**src/rtl/dmem_port_arbiter.sv**
```systemverilog
// Arbitrates a load port and a store-buffer drain port onto a single data-memory
// port with one transaction outstanding, store anti-starvation and load flush/kill.
module dmem_port_arbiter #(
    parameter int ADDR_WIDTH   = 32,
    parameter int DATA_WIDTH   = 32,
    parameter int STARVE_LIMIT = 8
) (
    input  logic                    clk,
    input  logic                    rst,
    input  logic                    ld_req,
    input  logic [ADDR_WIDTH-1:0]   ld_addr,
    input  logic [DATA_WIDTH/8-1:0] ld_rmask,
    output logic                    ld_gnt,
    output logic                    ld_rvalid,
    output logic [DATA_WIDTH-1:0]   ld_rdata,
    input  logic                    st_req,
    input  logic [ADDR_WIDTH-1:0]   st_addr,
    input  logic [DATA_WIDTH-1:0]   st_wdata,
    input  logic [DATA_WIDTH/8-1:0] st_wmask,
    input  logic                    st_urgent,
    output logic                    st_gnt,
    output logic                    st_done,
    input  logic                    flush,
    output logic                    busy,
    output logic [ADDR_WIDTH-1:0]   dmem_addr,
    output logic [DATA_WIDTH/8-1:0] dmem_rmask,
    output logic [DATA_WIDTH/8-1:0] dmem_wmask,
    output logic [DATA_WIDTH-1:0]   dmem_wdata,
    input  logic [DATA_WIDTH-1:0]   dmem_rdata,
    input  logic                    dmem_resp
);

    localparam int MASK_W = DATA_WIDTH / 8;
    localparam int CNT_W  = $clog2(STARVE_LIMIT + 1);

    typedef enum logic [1:0] {IDLE, LOAD, STORE} state_t;

    state_t                 state, state_nxt;
    logic [CNT_W-1:0]       starve_cnt, starve_nxt;
    logic                   kill, kill_nxt;
    logic                   zero_done, zero_done_nxt;
    logic [ADDR_WIDTH-1:0]  addr_nxt;
    logic [MASK_W-1:0]      rmask_nxt, wmask_nxt;
    logic [DATA_WIDTH-1:0]  wdata_nxt;
    logic                   starved;

    assign starved = (starve_cnt == CNT_W'(STARVE_LIMIT));
    assign busy    = (state != IDLE);

    always_comb begin
        state_nxt     = state;
        starve_nxt    = starve_cnt;
        kill_nxt      = kill;
        zero_done_nxt = 1'b0;
        addr_nxt      = dmem_addr;
        rmask_nxt     = dmem_rmask;
        wmask_nxt     = dmem_wmask;
        wdata_nxt     = dmem_wdata;
        ld_gnt        = 1'b0;
        st_gnt        = 1'b0;
        ld_rvalid     = 1'b0;
        ld_rdata      = '0;
        st_done       = zero_done;

        case (state)
            IDLE: begin
                // Grants are gated by rst so they stay low while reset is held.
                if (rst) begin
                    if (st_req && (st_urgent || starved))
                        st_gnt = 1'b1;
                    else if (ld_req && !flush)
                        ld_gnt = 1'b1;
                    else if (st_req)
                        st_gnt = 1'b1;
                end

                if (ld_gnt) begin
                    state_nxt = LOAD;
                    addr_nxt  = ld_addr;
                    rmask_nxt = ld_rmask;
                    wmask_nxt = '0;
                    wdata_nxt = '0;
                    if (st_req && !starved)
                        starve_nxt = starve_cnt + 1'b1;
                end

                if (st_gnt) begin
                    starve_nxt = '0;
                    if (st_wmask != '0) begin
                        state_nxt = STORE;
                        addr_nxt  = st_addr;
                        wdata_nxt = st_wdata;
                        wmask_nxt = st_wmask;
                        rmask_nxt = '0;
                    end else begin
                        // Empty-mask store retires without touching memory.
                        zero_done_nxt = 1'b1;
                    end
                end
            end

            LOAD: begin
                if (flush)
                    kill_nxt = 1'b1;
                if (dmem_resp) begin
                    if (!kill && !flush) begin
                        ld_rvalid = 1'b1;
                        ld_rdata  = dmem_rdata;
                    end
                    state_nxt = IDLE;
                    kill_nxt  = 1'b0;
                    addr_nxt  = '0;
                    rmask_nxt = '0;
                    wmask_nxt = '0;
                    wdata_nxt = '0;
                end
            end

            STORE: begin
                if (dmem_resp) begin
                    st_done   = 1'b1;
                    state_nxt = IDLE;
                    addr_nxt  = '0;
                    rmask_nxt = '0;
                    wmask_nxt = '0;
                    wdata_nxt = '0;
                end
            end

            default: state_nxt = IDLE;
        endcase
    end

    always_ff @(posedge clk or negedge rst) begin
        if (!rst) begin
            state      <= IDLE;
            starve_cnt <= '0;
            kill       <= 1'b0;
            zero_done  <= 1'b0;
            dmem_addr  <= '0;
            dmem_rmask <= '0;
            dmem_wmask <= '0;
            dmem_wdata <= '0;
        end else begin
            state      <= state_nxt;
            starve_cnt <= starve_nxt;
            kill       <= kill_nxt;
            zero_done  <= zero_done_nxt;
            dmem_addr  <= addr_nxt;
            dmem_rmask <= rmask_nxt;
            dmem_wmask <= wmask_nxt;
            dmem_wdata <= wdata_nxt;
        end
    end

endmodule

```
**config.mk**
```make
export PLATFORM = sky130hd
export DESIGN_NAME = dmem_port_arbiter
export DESIGN_NICKNAME = d
export VERILOG_FILES = /design/src/rtl/dmem_port_arbiter.sv
export SDC_FILE = /design/constraint.sdc
export NUM_CORES = 1
export LEC_CHECK = 0
export BUFFER_PORTS_ARGS = -buffer_cell sky130_fd_sc_hd__buf_4
export CORE_ASPECT_RATIO = 1.4
export CORE_MARGIN = 4
export CORE_UTILIZATION = 42
export CTS_CLUSTER_DIAMETER = 50
export DETAILED_ROUTE_END_ITERATION = 16
export GPL_TIMING_DRIVEN = 0
export PLACE_DENSITY = 0.81
export SYNTH_ARGS = -nofsm -noshare
export SYNTH_HDL_FRONTEND = slang
export SYNTH_SLANG_ARGS = --single-unit
```
**constraint.sdc**
```tcl
create_clock -name clk -period 4.9 [get_ports clk]
set_input_delay 0.98 -clock clk [delete_from_list [all_inputs] [get_ports clk]]
set_output_delay 0.98 -clock clk [all_outputs]
set_load 0.01 [all_outputs]
```
==> results of run 1 <==
-- through the flow --
| stage | total power, W | instances | setup WS [ns] | hold slack (ns) |
|---|---|---|---|---|
| 6_report | 0.00297 | 709 | 1.40 | 0.500 |
| 5_1_grt | 0.00314 | 709 | 1.16 | 0.519 |
| 4_1_cts | 0.00300 | 709 | 1.37 | 0.504 |
| 3_5_place_dp | 0.00219 | 693 | 1.38 | 0.483 |
| 3_3_place_gp | 0.00215 | 693 | 1.42 | 0.484 |
| 2_1_floorplan | 0.00157 | 340 | 2.09 | 0.492 |
-- worst max-delay path, stage by stage --
cell and delay, ns:
buf_4 0.75, nand3_1 0.40, nor2_1 0.18, buf_4 0.14
-- worst max path at each step --
stage	startpoint	end	slack, ns	cells after the start
after global routing	rst	st_gnt	1.16	4
final	rst	st_gnt	1.40	4
after global placement	rst	st_gnt	1.42	4
after CTS	rst	st_gnt	1.37	4
after detailed placement	rst	st_gnt	1.38	4
after floorplan	flush	ld_rdata[17]	2.09	3
-- metal layers --
metal	track usage [%]	wire length (µm)	up-vias
li1	-	-	1756
met5	0	0	-
met4	10.1	364	0
met1	30.5	4740	1760
met2	43.2	6670	217
met3	9.17	1660	28
-- power by group --
part | switching, W | internal, W
sequential | 0.000135 | 0.000885
clock | 0.000258 | 0.000540
combinational | 0.000568 | 0.000585
total | 0.000961 | 0.00201
-- kinds of logic after synthesis --
kind of cell	after synthesis
flip-flops	80
AND/OR/NAND/NOR	105
buffers and inverters	29
adder cells (fa/ha/maj)	5
AO/OA/AOI/OAI	121
-- state kept, by name, summed over array words and instances (netlist names) --
name	cells
dmem_rmask	4
zero_done	1
starve_cnt	4
kill	1
dmem_wmask	4
dmem_addr	32
dmem_wdata	32
state	2
-- synthesized netlist by cell type, drive strengths merged, types with 2 or more instances --
library cell and count:
ha 5, buf 16, and4b 2, and2 33, nand2 45, a22oi 32
a21oi 5, clkbuf 8, a22o 36, nand2b 4, nand3 5, nor3 5
inv 5, o21ai 42, dfrtp 80, and3 2
-- cell type report --
cell class,count,share of cell area (%)
multi-input cells,231,24.6
flip-flops and latches,80,33.4
well taps,102,2.13
plain buffers,24,2.08
inverters,5,0.313
repair buffers,251,31.4
clock buffers,12,4.44
clock inverters,4,1.65
==> flow_metrics.env, run 1 <==
export IMPL_status="finished, final reports clean"
export IMPL_cap_violations=0
export IMPL_synth_top_family_by_area="compound AO/OA/AOI/OAI gates"
export IMPL_stdcell_area_um2=6000
export IMPL_yosysSeqAreaShare_pct=55.2
export IMPL_p_per_area_nw_per_um2=495
export IMPL_htreeDepth=3
export IMPL_postSynthCellCount=340
export IMPL_cts_hold_buffers=0
export IMPL_grtUsageTotal_pct=26.1
export IMPL_timing_final_crit_share_pct=71.4
export IMPL_grt_max_degree=87
export IMPL_antenna_found_initial=0
export IMPL_nNetsFinal=750
export IMPL_crit_required_ns=3.92
export IMPL_reg2reg_from="state[0]"
export IMPL_hp_start="dmem_wdata[10]"
export IMPL_routed_wl_um=13400
export IMPL_final_common_cell="buf_4"
export IMPL_ff2ff_path_depth=8
export IMPL_area_growth_synth_to_final_pct=65.6
export IMPL_synth_compound_area_share_pct=23.5
export IMPL_rsz0062_at_grt="no"
export IMPL_core_rowCount=39
export IMPL_cts_resized=0
export IMPL_grt_pass1_vias=4057
export IMPL_grt_overflow=0
export IMPL_hpwlAfterDp_um=10700
export IMPL_vias_per_cell=5.30
export IMPL_tightest_slew_ns=1.04
export IMPL_cts_buffers_inserted=9
export IMPL_irDropWorstVdd_uv=313
export IMPL_place_area_um2=5640
export IMPL_coreArea_um2=8300
export IMPL_maxSlewHeadroom_pct=30.6
export IMPL_min_period_ns=3.50
export IMPL_whs_endpoint="dmem_wdata[10]"
export IMPL_regArea_um2=2000
export IMPL_cts_tree="built"
export IMPL_clkLatencyLatePin_ns=0.33
export IMPL_synth_nets=488
export IMPL_cp_max_fo=86
export IMPL_wl_per_cell_um=19.0
export IMPL_critPathLaunchType="input pin"
export IMPL_synth_area_um2=3620
export IMPL_cp_end_kind="output pin"
export IMPL_start_util_pct=43.7
export IMPL_fmax_ghz=0.286
export IMPL_yosysWarnings=0
export IMPL_path_class="in2out"
export IMPL_netlist_top_cells_area="dfrtp_1 55%, a22o_1 8.7%, a22oi_1 6.6%"
export IMPL_grt_pass1_wl_um=20600
export IMPL_finalHoldViolCount=0
export IMPL_min_path_cells=1
export IMPL_ios=252
export IMPL_hold_path_class="reg2reg"
export IMPL_rr_endpoint="dmem_addr[28]"
export IMPL_cts_sinks=80
export IMPL_ant_nets=0
export IMPL_vias=3761
export IMPL_synth_top_cell_by_area="dfrtp_1"
export IMPL_synthSimpleGateAreaFrac_pct=15.5
export IMPL_slew_viol_final=0
export IMPL_synth_cell_type_count=34
export IMPL_synth_top_area_share_pct=55.2
export IMPL_first_iter_violations=189
export IMPL_synth_xor_xnor_area_share_pct=0
export IMPL_async_flop_share_pct=100
export IMPL_multiInputGateArea_um2=1480
export IMPL_synth_mux_area_share_pct=0
export IMPL_rrSetupSlack_ns=2.31
export IMPL_cts_setup_buffers=0
export IMPL_ys_flop_type="dfrtp_1"
export IMPL_clock_skew_ns=0.00615
export IMPL_insertedDiodeCount=0
export IMPL_portBuffers=251
export IMPL_drc_errors=0
export IMPL_drive_above_1_share_pct=46.8
export IMPL_fillCellCount=621
export IMPL_setup_viol=0
export IMPL_ys_ff_latch=80
export IMPL_critPathArrivalTime_ns=2.52
export IMPL_power_leakage_nw=3.14
export IMPL_synthAdderAreaFrac_pct=1.73
export IMPL_gp_congestion=0.913
export IMPL_synth_edf_count=0
export IMPL_tns_ns=0
export IMPL_final_util_pct=72.4
export IMPL_path_clk_slew_ns=0.06
export IMPL_final_cell_mix="251 x buf_4, 80 x dfrtp_1, 45 x nand2_1"
export IMPL_die_x_um=86.5
export IMPL_clock_path_buffers=2
export IMPL_die_area_um2=10200
export IMPL_cts_root_buffer="clkbuf_16"
export IMPL_avgSynthCellArea_um2=10.7
export IMPL_die_h_um=118
export IMPL_drt_first_pass_iters=4
No activity file was read; power rests on OpenSTA's default activity.
==> run 2: changes to the inputs <==
- CORE_UTILIZATION: 42 -> 37
- PLACE_DENSITY: 0.81 -> 0.76
- clock period: 4.9 -> 2.9 ns (I/O delays scaled with it)
==> run 2 against run 1 <==
Sequential cell count stayed put. Via count is 0.21% lower. Utilization is 9.6 points lower. Critical endpoint is now ld_rdata[5]. Sequential power is 68% higher. Clock power is 33% higher. Register-to-register slack worse by 1.9 ns. Sequential share of layout area is 0.21 points higher. Non-clock buffer count stayed put. Clock-buffer cell count is 3 lower.
==> flow_metrics.env, run 2 (synthesis results as in run 1) <==
export IMPL_status="finished, final reports clean"
export IMPL_cpMaxStageDelayCell="dfrtp_1"
export IMPL_cts_buffers_inserted=9
export IMPL_antenna_found_initial=0
export IMPL_hold_path_class="in2async"
export IMPL_setup_viol=0
export IMPL_path_clk_slew_ns=0.06
export IMPL_vias_per_cell=5.08
export IMPL_reg2reg_from="state[0]"
export IMPL_gp_congestion=0.829
export IMPL_die_area_um2=11500
export IMPL_core_rowCount=42
export IMPL_path_cells="inv_1 -> ha_1 -> nand2_1 -> nor3_2 -> clkbuf_1 -> and2_1 -> buf_4"
export IMPL_vias=3753
export IMPL_clock_path_buffers=2
export IMPL_drive_above_1_share_pct=47.0
export IMPL_cts_setup_buffers=0
export IMPL_power_leakage_nw=3.10
export IMPL_rr_endpoint="dmem_addr[8]"
export IMPL_coreArea_um2=9510
export IMPL_ant_nets=0
export IMPL_wl_per_cell_um=17.5
export IMPL_cts_root_buffer="clkbuf_16"
export IMPL_cp_end_kind="output pin"
export IMPL_hold_slack_ns=0.267
export IMPL_irDropWorstVdd_uv=486
export IMPL_finalHoldViolCount=0
export IMPL_clkLatencyLatePin_ns=0.33
export IMPL_cts_resized=0
export IMPL_grt_overflow=0
export IMPL_met1_usage_pct=24.4
export IMPL_grt_pass1_wl_um=20200
export IMPL_final_cell_mix="250 x buf_4, 80 x dfrtp_1, 45 x nand2_1"
export IMPL_min_period_ns=2.63
export IMPL_drt_first_pass_iters=5
export IMPL_critPathLaunchType="flop"
export IMPL_fillCellCount=783
export IMPL_busiest_layer="met2"
export IMPL_insertedDiodeCount=0
export IMPL_crit_required_ns=2.32
export IMPL_start_util_pct=38.1
export IMPL_critPathTopFamily="simple AND/OR/NAND/NOR gates"
export IMPL_cp_depth=7
export IMPL_grtUsageMet2_pct=37.9
export IMPL_largestRegisters="dmem_addr x32, dmem_wdata x32"
export IMPL_clock_skew_ns=0.0108
export IMPL_maxSlewHeadroom_pct=49.6
export IMPL_cts_sinks=80
export IMPL_grtUsageMet3_pct=9.38
export IMPL_slew_viol_final=0
export IMPL_stdcell_area_um2=5960
export IMPL_cap_violations=0
export IMPL_routed_wl_um=12900
export IMPL_cp_max_fo=10
export IMPL_cp_slowest_stage_delay_ns=0.39
export IMPL_place_area_um2=5670
export IMPL_ios=252
export IMPL_hpwlAfterDp_um=10300
export IMPL_cts_tree="built"
export IMPL_ff2ff_path_depth=8
export IMPL_cts_hold_buffers=0
export IMPL_p_per_area_nw_per_um2=793
export IMPL_grt_pass1_vias=3946
export IMPL_first_iter_violations=138
export IMPL_portBuffers=251
export IMPL_grt_max_degree=87
export IMPL_nNetsFinal=750
export IMPL_die_x_um=91.7
export IMPL_final_util_pct=62.7
export IMPL_rsz0062_at_grt="no"
export IMPL_die_h_um=125
export IMPL_critPathArrivalTime_ns=2.05
export IMPL_path_class="reg2out"
export IMPL_rrSetupSlack_ns=0.43
export IMPL_path_buf_inv=3
export IMPL_htreeDepth=3
export IMPL_final_common_cell="buf_4"
export IMPL_grtUsageTotal_pct=22.3
export IMPL_fmax_ghz=0.380
export IMPL_area_growth_synth_to_final_pct=64.5
export IMPL_drc_errors=0
export IMPL_timing_final_crit_share_pct=90.6
export IMPL_tightest_slew_ns=0.756
[run 2: where the power goes]
part | leakage (nW) | switching (W) | internal, W
logic | 1.91 | 0.000965 | 0.000990
clock network | 0.136 | 0.000471 | 0.000588
registers | 1.06 | 0.000219 | 0.00149
[run 2: how the worst max path moves through the flow]
stage,to,slack [ns],startpoint
floorplan,ld_rdata[17],0.85,state[1]
global placement,dmem_addr[8],-0.23,rst
detailed placement,dmem_addr[8],-0.29,rst
CTS,ld_rdata[5],0.004,state[1]
global route,ld_rdata[5],0.08,state[1]
finish,ld_rdata[5],0.27,state[1]
[run 2: layout make-up]
type	instances	area, µm²	share of cell area (%)
clock buffers	9	225	3.78
flip-flops and latches	80	2000	33.6
multi-input cells	231	1480	24.9
repair buffers	251	1890	31.7
plain buffers	24	125	2.10
well taps	132	165	2.77
clock inverters	7	56.3	0.944
inverters	5	18.8	0.315
[run 2: metrics by stage]
stage,instances,setup WS [ns],power (W),setup TNS [ns]
2_1_floorplan,340,0.854,0.00265,0
3_3_place_gp,723,-0.229,0.00364,-9.85
3_5_place_dp,723,-0.292,0.00370,-12.30
4_1_cts,739,0.00402,0.00477,0
5_1_grt,739,0.0842,0.00500,0
6_report,739,0.271,0.00473,0
[run 2: worst register-to-register path, stage by stage (launching register included)]
cell	delay [ns]
dfrtp_1	0.38
inv_1	0.08
ha_1	0.36
and4b_1	0.31
o311a_4	0.23
clkbuf_1	0.45
buf_2	0.34
a22oi_1	0.13
o21ai_1	0.12
[run 2: metal layers]
layer,vias to the layer above,wire length [µm],share of wire [%]
li1,1754,-,-
met1,1763,4620,36
met2,216,6380,49
met3,20,1650,13
met4,0,272,2.1
met5,-,0,0
==> run 3: changes to the inputs <==
- BUFFER_PORTS_ARGS: -buffer_cell sky130_fd_sc_hd__buf_4 -> default
- CORE_UTILIZATION: 37 -> 42
- DONT_BUFFER_PORTS: default -> 1
- GPL_ROUTABILITY_DRIVEN: default -> 0
- PLACE_DENSITY: 0.76 -> default
==> run 3 against run 2 <==
First-iteration DRC count fell by 8.7%. Cell count shrank 38%. Clock power increased by 8%. Sequential share of layout area grew 15 points. Global-route usage down 0.97 points. Largest cell class is now flip-flops and latches. Largest power group is now sequential cells. Highest routed layer is now met5.
==> flow_metrics.env, run 3 (synthesis results as in run 1) <==
export IMPL_reg2reg_from="state[0]"
export IMPL_setup_viol=0
export IMPL_cp_end_kind="output pin"
export IMPL_insertedDiodeCount=0
export IMPL_drive_above_1_share_pct=9.52
export IMPL_routed_wl_um=11100
export IMPL_status="finished, final reports clean"
export IMPL_power_leakage_nw=1.86
export IMPL_critPathLaunchType="flop"
export IMPL_core_rowCount=39
export IMPL_multiInputGateArea_um2=1480
export IMPL_cp_max_fo=10
export IMPL_hpwlAfterDp_um=8480
export IMPL_tightest_slew_ns=0.636
export IMPL_vias=2822
export IMPL_grt_pass1_wl_um=16300
export IMPL_clkLatencyLatePin_ns=0.34
export IMPL_irDropWorstVdd_uv=467
export IMPL_grtUsageTotal_pct=21.4
export IMPL_drt_first_pass_iters=4
export IMPL_cap_violations=0
export IMPL_critPathLaunch="state[1]"
export IMPL_cts_setup_buffers=0
export IMPL_htreeDepth=3
export IMPL_start_util_pct=43.7
export IMPL_ant_nets=0
export IMPL_cts_sinks=80
export IMPL_timing_final_crit_share_pct=93.8
export IMPL_path_class="reg2out"
export IMPL_final_cell_mix="80 x dfrtp_1, 45 x nand2_1, 36 x a22o_1"
export IMPL_nNetsFinal=500
export IMPL_cts_buffers_inserted=9
export IMPL_routed_top_layer="met5"
export IMPL_largestRegisters="dmem_addr x32, dmem_wdata x32"
export IMPL_antenna_found_initial=3
export IMPL_maxSlewHeadroom_pct=57.2
export IMPL_critPathArrivalTime_ns=2.14
export IMPL_wl_met2_um=5690
export IMPL_path_clk_slew_ns=0.06
export IMPL_drc_errors=0
export IMPL_grt_pass1_vias=2807
export IMPL_slew_viol_final=0
export IMPL_p_per_area_nw_per_um2=1000
export IMPL_tns_ns=0
export IMPL_fin_cells=459
export IMPL_met1Wirelength_um=3920
export IMPL_die_h_um=118
export IMPL_dpl_worst_slack_ns=0.489
export IMPL_portBuffers=0
export IMPL_die_x_um=86.5
export IMPL_hold_path_class="in2async"
export IMPL_clock_path_buffers=2
export IMPL_cts_root_buffer="clkbuf_16"
export IMPL_vias_per_cell=6.15
export IMPL_dp_cells=442
export IMPL_cts_tree="built"
export IMPL_ios=252
export IMPL_wl_met3_um=1260
export IMPL_rsz0062_at_grt="no"
export IMPL_area_growth_synth_to_final_pct=12.7
export IMPL_regArea_um2=2000
export IMPL_final_common_cell="dfrtp_1"
export IMPL_grt_max_degree=81
export IMPL_clock_skew_ns=0.00456
export IMPL_coreArea_um2=8300
export IMPL_min_period_ns=2.72
export IMPL_final_util_pct=49.3
export IMPL_crit_required_ns=2.32
export IMPL_fmax_ghz=0.368
export IMPL_wl_per_cell_um=24.2
export IMPL_first_iter_violations=126
export IMPL_fillCellCount=762
export IMPL_grt_overflow=0
export IMPL_die_area_um2=10200
export IMPL_worst_slack_ns=0.181
export IMPL_finalHoldViolCount=0
==> run 3: cell types whose count changed in the layout (fill, tap and decap cells not counted) <==
cell        before  now
nor3_2           1    0
clkinvlp_4       1    2
inv_6            2    1
buf_4          250    0
buf_6            4    3
buf_16           0    1
clkbuf_8         0    1
clkinv_4         3    1
nor3_1           4    5
bufinv_16        0    1
==> run 3: power by group <==
group          switching, W  total, W  internal (W)
Sequential         0.000456   0.00195       0.00150
Combinational      0.000564  0.000992      0.000428
Clock              0.000459   0.00115      0.000693
==> run 3: final cells by class <==
| class | count | share of cell area [%] |
|---|---|---|
| Inverter | 5 | 0.459 |
| Timing Repair Buffer | 1 | 0.674 |
| Buffer | 24 | 3.06 |
| Sequential cell | 80 | 49.0 |
| Clock inverter | 6 | 1.65 |
| Tap cell | 102 | 3.12 |
| Clock buffer | 10 | 5.85 |
| Multi-Input combinational cell | 231 | 36.2 |
==> run 3: what timing repair did <==
action	in CTS	in global routing
hold buffers	1	0
hold endpoints to repair	80	0
gates resized for setup	0	0
==> run 3: critical path, stage by stage, from the launching register on <==
cell and delay [ns]:
dfrtp_1 0.38, inv_1 0.10, ha_1 0.19, nand2_1 0.06
nor3_1 0.44, clkbuf_1 0.29, and2_1 0.34
==> run 3: layer usage <==
metal,GRT usage [%],vias to the layer above
met1,23.5,1361
li1,-,1258
met4,8.09,6
met2,35.3,174
met5,0,-
met3,9.87,23
==> run 3: worst paths after layout <==
kind | endpoint | slack [ns] | cells after the start
setup / recovery | ld_rdata[7] | 0.18 | 6
hold / removal | dmem_wdata[24] | 0.14 | 1
setup reg to reg | dmem_addr[13] | 0.49 | 8
hold reg to reg | kill | 0.53 | 2
max in group asynchronous | starve_cnt[0] | 2.44 | 1
min in group clk | kill | 0.32 | 1
==> run 3: per-stage QoR <==
step	power (W)	instance area, µm²	hold WS (ns)
2_1_floorplan	0.00265	3620	0.284
3_5_place_dp	0.00295	3750	0.286
3_3_place_gp	0.00293	3750	0.286
5_1_grt	0.00435	4090	0.154
6_report	0.00409	4090	0.136
4_1_cts	0.00414	4090	0.152
